`config.mk`:
```
export PLATFORM = sky130hd
export DESIGN_NAME = serial_adder_ctrl
export DESIGN_NICKNAME = d
export VERILOG_FILES = /design/src/rtl/serial_adder_ctrl.sv
export SDC_FILE = /design/constraint.sdc
export NUM_CORES = 1
export LEC_CHECK = 0
export CORE_MARGIN = 5
export CORE_UTILIZATION = 48
export CTS_BUF_LIST = sky130_fd_sc_hd__clkbuf_4 sky130_fd_sc_hd__clkbuf_8
export CTS_CLUSTER_SIZE = 25
export DETAILED_ROUTE_END_ITERATION = 16
export PLACE_DENSITY = 0.75
export REMOVE_ABC_BUFFERS = 1
export SYNTH_ARGS = -nofsm -noshare
export SYNTH_HDL_FRONTEND = slang
export SYNTH_SLANG_ARGS = --single-unit
```
`constraint.sdc`:
```
create_clock -name clk -period 1.4 [get_ports clk]
set_input_delay 0.42 -clock clk [delete_from_list [all_inputs] [get_ports clk]]
set_output_delay 0.42 -clock clk [all_outputs]
set_load 0.02 [all_outputs]
```
`src/rtl/serial_adder_ctrl.sv`:
```
// Bit-serial adder controller: one full-adder cell reused LSB-first over WIDTH bits.
// Optional subtract mode enabled by defining SERIAL_ADDER_SUB_EN (adds the 'sub' port).
module serial_adder_ctrl #(
  parameter int unsigned WIDTH = 8
) (
  input  logic             clk,
  input  logic             rst,
  input  logic             start,
`ifdef SERIAL_ADDER_SUB_EN
  input  logic             sub,
`endif
  input  logic [WIDTH-1:0] a,
  input  logic [WIDTH-1:0] b,
  input  logic             cin,
  output logic             busy,
  output logic             done,
  output logic [WIDTH-1:0] sum,
  output logic             cout
);

  localparam int unsigned CNT_W = (WIDTH > 1) ? $clog2(WIDTH) : 1;

  typedef enum logic [1:0] {
    IDLE = 2'd0,
    RUN  = 2'd1,
    DONE = 2'd2
  } state_e;

  state_e             state_q, state_d;
  logic [WIDTH-1:0]   a_sr_q, a_sr_d;
  logic [WIDTH-1:0]   b_sr_q, b_sr_d;
  logic [WIDTH-1:0]   res_q, res_d;
  logic               carry_q, carry_d;
  logic [CNT_W-1:0]   cnt_q, cnt_d;
  logic [WIDTH-1:0]   sum_q, sum_d;
  logic               cout_q, cout_d;
  logic               busy_q, busy_d;
  logic               done_q, done_d;

  logic               bit_sum;
  logic               bit_maj;
  logic [WIDTH-1:0]   res_shift;
  logic [WIDTH-1:0]   b_load;
  logic               carry_load;

  // Single-bit full adder shared across all bit positions
  assign bit_sum   = a_sr_q[0] ^ b_sr_q[0] ^ carry_q;
  assign bit_maj   = (a_sr_q[0] & b_sr_q[0]) | (a_sr_q[0] & carry_q) | (b_sr_q[0] & carry_q);
  assign res_shift = (res_q >> 1) | (WIDTH'(bit_sum) << (WIDTH - 1));

`ifdef SERIAL_ADDER_SUB_EN
  // Subtract as a + ~b + 1, with cin acting as a borrow-in
  assign b_load     = sub ? ~b : b;
  assign carry_load = cin ^ sub;
`else
  assign b_load     = b;
  assign carry_load = cin;
`endif

  always_comb begin
    state_d = state_q;
    a_sr_d  = a_sr_q;
    b_sr_d  = b_sr_q;
    res_d   = res_q;
    carry_d = carry_q;
    cnt_d   = cnt_q;
    sum_d   = sum_q;
    cout_d  = cout_q;

    case (state_q)
      IDLE, DONE: begin
        state_d = IDLE;
        if (start) begin
          a_sr_d  = a;
          b_sr_d  = b_load;
          carry_d = carry_load;
          cnt_d   = '0;
          state_d = RUN;
        end
      end
      RUN: begin
        res_d   = res_shift;
        carry_d = bit_maj;
        a_sr_d  = a_sr_q >> 1;
        b_sr_d  = b_sr_q >> 1;
        cnt_d   = cnt_q + CNT_W'(1);
        if (cnt_q == CNT_W'(WIDTH - 1)) begin
          state_d = DONE;
          sum_d   = res_shift;
          cout_d  = bit_maj;
        end
      end
      default: state_d = IDLE;
    endcase

    busy_d = (state_d == RUN);
    done_d = (state_d == DONE);
  end

  always_ff @(posedge clk or posedge rst) begin
    if (rst) begin
      state_q <= IDLE;
      a_sr_q  <= '0;
      b_sr_q  <= '0;
      res_q   <= '0;
      carry_q <= 1'b0;
      cnt_q   <= '0;
      sum_q   <= '0;
      cout_q  <= 1'b0;
      busy_q  <= 1'b0;
      done_q  <= 1'b0;
    end else begin
      state_q <= state_d;
      a_sr_q  <= a_sr_d;
      b_sr_q  <= b_sr_d;
      res_q   <= res_d;
      carry_q <= carry_d;
      cnt_q   <= cnt_d;
      sum_q   <= sum_d;
      cout_q  <= cout_d;
      busy_q  <= busy_d;
      done_q  <= done_d;
    end
  end

  assign busy = busy_q;
  assign done = done_q;
  assign sum  = sum_q;
  assign cout = cout_q;

endmodule

```
# --- After elaboration in Yosys (flattened, before gate mapping) ---
# Cells that the tools add are included.
# Widths: inputs -> output; s select.
totals:
  ff_bits: 41
  latch_bits: 0
  ramBits: 0
  mem_bits_ro: 0
  inputBits: 20
  output_inout_bits: 11
  memories: 0
classes:
  n_addsub: 1
  mul: 0
  div_mod_pow: 0
  order_cmp: 0
  eq_ne: 6
  shifts: 0
  mux: 11
  bitwise: 8
  reduce_logical: 5
ops:
  columns: ["operator", "count"]
  rows:
  - ["$pmux 8 s2", 2]
  - ["$mux 8", 2]
  - ["$or 7x8->8", 1]
  - ["$pmux 3 s2", 1]
  - ["$eq 2x1->1 const B", 2]
  - ["$eq 2x2->1 const B", 2]
  - ["$pmux 2 s2", 1]
  - ["$reduce_and 2->1", 2]
  - ["$add 3x1->3 const B", 1]
  - ["$and 1x1->1", 3]
  - ["$eq 3x3->1 const B", 1]
  - ["$mux 3", 1]
  - ["$logic_not 2->1", 1]
  - ["$mux 1", 2]
  - ["$mux 2", 1]
  - ["$ne 2x2->1 const B", 1]
  - ["$or 1x1->1", 2]
  - ["$pmux 1 s2", 1]
  - ["$reduce_bool 2->1", 1]
  - ["$reduce_or 2->1", 1]
  - ["$xor 1x1->1", 2]

# --- Longest topological paths before layout ---
# Gate-level depths: netlist (run 1).
depth:
  word_depth: 4
  mapped_depth: 5
  ltp_nobuf: 5

# --- Worst setup path after synthesis (run 1) ---
# OpenSTA, ideal clock, no wires.
synth_path:
  path_kind: "reg2reg"
  startpoint: "register cnt_q[0]"
  endpoint: "register cout_q, in the netlist cout"
  arrival_time_ns: 1.221
  slack_ns: 0.054
  stages_incl_launch_ff: 6
  n_path_buf: 0
  period_less_slack_ns: 1.346
  path_cell_list: "dfrtp_1 ha_1 ha_1 nand2_2 inv_2 mux2_2"
synth_between:
  elab_chain_len: 2
synth_rtl:
  columns: ["element", "line_no", "source"]
  rows:
  - ["start: declaration", "34", "logic [CNT_W-1:0] cnt_q, cnt_d;"]
  - ["start signal: assignment", "118", "cnt_q <= cnt_d;"]
  - ["$eq 3x3->1", "87", "if (cnt_q == CNT_W'(WIDTH - 1)) begin"]
  - ["$reduce_and 2->1 (no line)", null, null]
  - ["end signal: assignment", "120", "cout_q <= cout_d;"]
  - ["end: declaration", "36", "logic cout_q, cout_d;"]
# No other way between the ends.
# A chain may end at the register's enable or synchronous reset.

# --- Final worst setup path (run 1) ---
layout_path:
  startpoint: "register sum_q[7], in the netlist sum[7]"
  endpoint: "output sum[7]"
layout_lines:
  columns: ["element", "line_no", "source"]
  rows:
  - ["start: declaration", "35", "logic [WIDTH-1:0] sum_q, sum_d;"]
  - ["start signal: assignment", "119", "sum_q <= sum_d;"]
  - ["end: declaration", "17", "output logic [WIDTH-1:0] sum,"]
# No word-level cell between the ends.

==> flow_summary_export.csv, run 1 <==
group,metric,value,unit
status,status,"complete, no violations",
clock_tree,htree_levels,2,
routing,firstDrtPassIters,4,
critical_path,crit_required,0.98,ns
clock_tree,clock_sinks,40,
critical_path,cp_top_family,"flip-flops",
final_layout,area_growth,29.0,%
clock_tree,clk_latency,0.35,ns
floorplan,fp.dieH,69.2,um
place,hpwl,2.25,mm
final_layout,fillers,301,
synth,syn_area,1680,um^2
routing,wl_per_cell,13.9,um
critical_path,slowest_stage,"dfrtp_1",
grt,grt_overflow,0,
synth,seq_area_frac_synth,59.6,%
power,leakagePower,0.995,nW
floorplan,fp.dieW,69.2,um
grt,antenna_found_initial,0,
floorplan,ios,31,
critical_path,worst_ep_arrival_time,0.93,ns
final_layout,multi_input_area,651,um^2
sta,setup-violations-final,0,
floorplan,start_util,50.0,%
power,max-vdd-ir-drop,1.05,mV
place,post-place-ws,-0.178,ns
synth,netlist_instances,150,
synth,yosys_register_bits,40,
grt,grt_pass1_vias,1288,
synth,ys_types,24,
sta,fin_hold_ws,0.397,ns
critical_path,crit_chain,"buf_2",
floorplan,core-area,3360,um^2
min_path,hold_class,"in -> async",
synth,syn-mean-instance-area,11.2,um^2
place,port_buffers,30,
floorplan,rows,21,
sta,setup_ws,0.0543,ns
critical_path,startpoint_type,"flop",
final_layout,final_core_util,64.5,%
clock_tree,root_buffer,"clkbuf_4",
routing,drtIter0Drc,77,
final_layout,drive_above_1_share,24.9,%
floorplan,dieArea,4780,um^2
clock_tree,clk_pin_slew,0.12,ns
routing,routed_wl,3.33,mm
job,maxCapViolations,0,
sta,finalCritPeriodShare,96.1,%
place,place.gp.congestion,0.789,
final_layout,diodes,0,
critical_path,critical_path.max_stage_delay,0.41,ns
critical_path,path_max_fanout,2,
routing,routed_via_density,5.26,
routing,vias,1256,
sta,fin_skew,0.00646,ns
sta,max_freq,743,MHz
sta,tightest_slew,0.227,ns
final_layout,postLayoutCellArea,2170,um^2
power,powerDensity,2240,nW/um^2
grt,grt_max_degree,41,
final_layout,regArea,1000,um^2
sta,grt_setup_unrepaired,"yes",
critical_path,critPathKind,"reg -> out",
critical_path,timing.critical_path.buf_inv,1,
clock_tree,cts_hold_buf,0,
clock_tree,cts_tree,"done",
sta,hold_viol,0,
sta,slew_viol_final,0,
critical_path,end_kind,"output port",
clock_tree,cts_buffers,5,
grt,grt_pass1_wl,5.91,mm
routing,ant_nets,0,
synth,ys_warn_count,0,
final_layout,final_nets,215,
routing,drc,0,
grt,gr-usage-all-layers,15.1,%
sta,slew_headroom,84.8,%
sta,period_needed,1.35,ns
clock_tree,cts.path.max_buffers,2,
place,placed_area,2090,um^2
==> logic make-up (layout without fill, tap and decap cells) <==
group | Yosys count | in the layout | share of synthesized area, %
compound gates | 26 | 26 | 10.3
xor+xnor | 1 | 1 | 0.521
fa+ha+maj | 3 | 3 | 2.68
buf+inv | 12 | 55 | 3.50
flops | 40 | 40 | 59.6
mux | 14 | 14 | 9.08
simple gates | 54 | 54 | 14.4
==> worst paths after layout <==
path,cells past startpoint,startpoint,endpoint,slack [ns]
min in group clk,2,res_q[1],res_q[1],0.49
max,1,sum[7],sum[7],0.05
min reg2reg,2,res_q[1],res_q[1],0.49
min,3,rst,sum[3],0.40
max reg2reg,5,cnt_q[1],sum[7],0.06
max in group asynchronous,3,rst,b_sr_q[4],0.80
==> power breakdown <==
part / internal (mW) / switching [mW]
clock: 0.394 / 0.385
combinational: 0.986 / 1.07
sequential: 1.69 / 0.325
==> area by class of cell <==
class                   count  area share, %
clock buffers               6           2.08
clock inverters             2           1.62
inverters                   3          0.750
multi-input cells          98           30.0
flip-flops and latches     40           46.2
well taps                  46           2.65
repair buffers             44           16.7
==> repair_timing <==
action / in CTS / in global routing
pin swaps: 1 / 1
buffers inserted: 2 / 0
resized for setup: 48 / 3
setup endpoints to repair: 20 / 9
==> metrics by stage <==
step           power (mW)  instances  TNS [ns]
2_1_floorplan        3.28        141     -4.04
3_3_place_gp         4.03        229     -2.30
3_5_place_dp         4.13        229     -3.40
4_1_cts              4.82        239         0
5_1_grt              5.22        239  -0.00397
6_report             4.85        239         0
==> synthesized netlist by cell type <==
cell type	number	area, um^2
dfrtp_1	40	1000
nand2_1	21	78.8
nor2_1	13	48.8
nor3_1	11	55.1
o22ai_1	11	68.8
mux2_2	10	113
a22o_1	5	43.8
nor2b_1	5	31.3
a211oi_1	4	30.0
a21oi_1	4	20.0
mux2i_1	4	40.0
buf_4	3	22.5
buf_1	2	7.51
buf_2	2	10.0
clkbuf_1	2	7.51
ha_1	2	25.0
inv_1	2	7.51
nand2b_1	2	12.5
o21ai_0	2	10.0
fa_1	1	20.0
inv_2	1	3.75
nand2_2	1	6.26
nor2b_2	1	8.76
xnor2_1	1	8.76
==> per-layer routing <==
metal	vias to the layer above	wire length, um	track usage, %
li1	606	-	-
met1	614	1500	19.9
met2	30	1630	23.9
met3	6	155	4.07
met4	0	51	5.21
met5	-	0	0
==> registers in the layout (all words and copies together), names as in the netlist <==
signal and cells:
a_sr_q 8, b_sr_q 8, busy 1, carry_q 1
cnt_q 3, cout 1, done 1, res_q 7
state_q 2, sum 8
==> layout by cell type (no fill, tap or decap), drive strengths merged <==
master,synthesis,routed
a21oi,4,4
o22ai,11,11
o21ai,2,2
a211oi,4,4
clkdlybuf4s50,0,19
nor2,13,13
dfrtp,40,40
clkbuf,2,6
mux2,10,10
mux2i,4,4
nor2b,6,6
fa,1,1
a22o,5,5
inv,3,3
xnor2,1,1
clkinv,0,1
nand2b,2,2
ha,2,2
nor3,11,11
buf,7,25
nand2,22,22
bufinv,0,1
Note: power is estimated with default switching activity, not from simulation.
==> run 2: changes to the inputs <==
ABC_AREA = 1   (was not set)
CORE_UTILIZATION = 49   (was 48)
REMOVE_ABC_BUFFERS = not set   (was 1)
==> run 2 against run 1 <==
  * Critical endpoint is now sum[0]
  * Register-to-register slack improved by 0.05 ns
  * Clock skew about the same
  * Highest routed layer unchanged
  * Cell count increased by 29%
  * Wire length increased by 6.3%
==> flow_summary_export.csv, run 2 <==
group,metric,value,unit
final_layout,diodes,0,
sta,slew_headroom,85.9,%
clock_tree,cts.path.max_buffers,2,
power,powerDensity,2300,nW/um^2
synth,syn-num-nets,246,
synth,yosys_register_bits,40,
synth,netlist_instances,223,
floorplan,fp.dieW,72.2,um
synth,syn_area,1890,um^2
sta,period_needed,1.36,ns
sta,hold_viol,0,
grt,grt_pass1_vias,1409,
critical_path,worst_ep_arrival_time,0.94,ns
critical_path,path_max_fanout,2,
place,dp_cells,301,
place,port_buffers,30,
floorplan,core-area,3690,um^2
synth,synth_edf_count,0,
synth,synth.mux.area_fraction,0,%
final_layout,fillers,313,
critical_path,crit_required,0.98,ns
sta,setup-violations-final,0,
synth,yosys.area_share.adder,2.38,%
synth,ys_warn_count,0,
critical_path,end_kind,"output port",
synth,synth_top_area_share,52.9,%
synth,async_flop_share,100,%
final_layout,drive_above_1_share,16.5,%
grt,grt_pass1_wl,6.08,mm
sta,slew_viol_final,0,
routing,drtIter0Drc,119,
final_layout,final_core_util,64.8,%
critical_path,critical_path.max_stage_delay,0.39,ns
clock_tree,cts_buffers,5,
floorplan,rows,22,
critical_path,startpoint_type,"flop",
synth,ys_types,17,
floorplan,ios,31,
synth,synth_compound_area_share,6.87,%
synth,seq_area_frac_synth,52.9,%
final_layout,finalNonFillerCells,309,
synth,synthMostInstantiatedCell,"nand2_1",
grt,grt_overflow,0,
routing,vias,1442,
synth,yosys-top-cells-count,"nand2_1, inv_1, dfrtp_1",
final_layout,layout_common_cells,"nand2_1, inv_1, dfrtp_1, nand3_1, clkdlybuf4s50_1",
sta,grt_setup_unrepaired,"no",
synth,synth_simple_gate_area_share,25.2,%
status,status,"complete, no violations",
critical_path,crit_chain,"clkdlybuf4s15_2",
sta,finalCritPeriodShare,97.2,%
place,placed_area,2310,um^2
synth,synth_top_family_by_area,"simple AND/OR/NAND/NOR gates",
floorplan,start_util,51.3,%
synth,synthXorXnorAreaFrac,0,%
critical_path,r2r-start,"cnt_q[0]",
routing,routed_via_density,4.67,
grt,gr-usage-all-layers,15.1,%
final_layout,area_growth,26.3,%
critical_path,cp-startpoint,"sum[0]",
floorplan,fp.dieH,72.2,um
clock_tree,clock_sinks,40,
power,leakagePower,1.31,nW
synth,synth_area_leaders,"dfrtp_1, nand2_1, inv_1",
final_layout,postLayoutCellArea,2390,um^2
critical_path,slowest_stage,"dfrtp_1",
sta,fin_hold_ws,0.473,ns
min_path,hold_class,"in -> async",
clock_tree,cts_tree,"done",
sta,fin_skew,0.00660,ns
final_layout,final_common_cell,"nand2_1",
critical_path,critPathKind,"reg -> out",
synth,synth_largest_area_cell,"dfrtp_1",
sta,tightest_slew,0.211,ns
clock_tree,cts_hold_buf,0,
clock_tree,htree_levels,2,
routing,ant_nets,0,
job,maxCapViolations,0,
place,place.gp.congestion,0.732,
routing,routed_wl,3.54,mm
routing,drc,0,
critical_path,cp_top_family,"flip-flops",
clock_tree,clk_pin_slew,0.08,ns
clock_tree,root_buffer,"clkbuf_8",
sta,tns,0,ns
floorplan,dieArea,5210,um^2
synth,synth_flop_cell,"dfrtp_1",
place,hpwl,2.47,mm
routing,firstDrtPassIters,4,
clock_tree,clk_latency,0.29,ns
synth,syn-mean-instance-area,8.49,um^2
routing,wl_per_cell,11.5,um
power,max-vdd-ir-drop,1.09,mV
grt,antenna_found_initial,0,
final_layout,final_nets,283,
sta,max_freq,735,MHz
critical_path,timing.critical_path.buf_inv,1,
grt,grt_max_degree,41,
==> run 2: cell count changes after synthesis, sizes merged, moves of 6 or more <==
cell,change
o22ai,-11
nor2b,-6
nand2,+53
nor3,-11
mux2,-10
nand3,+30
inv,+41
nor2,-11
o21ai,+17
==> run 2: final cells by class <==
cell class              instances  area (um^2)  area share, %
repair buffers                 39          387           16.2
inverters                      44          170           7.12
clock buffers                   6         82.6           3.45
multi-input cells             130          652           27.3
flip-flops and latches         40         1000           41.9
clock inverters                 2         38.8           1.62
well taps                      48         60.1           2.51
==> run 2: worst paths after layout <==
path                       slack [ns]        end  cells past startpoint
max in group asynchronous        0.73   cnt_q[0]                      3
setup reg to reg                 0.11     sum[1]                      6
setup / recovery                 0.04     sum[0]                      1
hold reg to reg                  0.48  b_sr_q[3]                      2
min in group clk                 0.48  b_sr_q[3]                      2
hold / removal                   0.47  a_sr_q[4]                      3
==> run 2: what timing repair did <==
item | in CTS | in global routing
gates resized for setup | 22 | 11
setup endpoints to repair | 11 | 10
buffers inserted | 0 | 0
==> run 2: cell families (layout without fill, tap and decap cells) <==
family,Yosys count,count (layout)
and+or+nand+nor,107,107
buffers and inverters,53,91
AOI/OAI and AO/OA,20,20
adders and majority gates,3,3
DFF,40,40
==> run 2: through the flow <==
step | power (mW) | setup WS [ns]
global placement | 4.55 | -0.0474
detailed placement | 4.65 | -0.0588
finish | 5.49 | 0.0395
global route | 5.97 | 0.00386
CTS | 5.59 | 0.00396
floorplan | 3.82 | 0.0624
==> run 2: metal layers <==
metal  vias to the layer above  GRT usage (%)  share of wire (%)
met2                        32           23.1                 45
met5                         -              0                  0
met3                         4           4.57                5.2
li1                        746              -                  -
met1                       660           19.7                 48
met4                         0           6.68                1.9
==> run 2: where the power goes <==
part	switching, mW	internal (mW)
Combinational	1.50	1.01
Clock	0.413	0.583
Sequential	0.298	1.70
==> run 2: worst reg2reg max path: stages, from the launching register on <==
cell,delay (ns)
dfrtp_1,0.41
ha_1,0.20
ha_1,0.23
nand2_4,0.14
buf_12,0.14
nand2_1,0.07
o21ai_2,0.05
==> run 3: changes to the inputs <==
CAP_MARGIN = 20   (was not set)
==> results of run 3 <==
The final DEF is identical to that of run 2; final timing and power are the same.
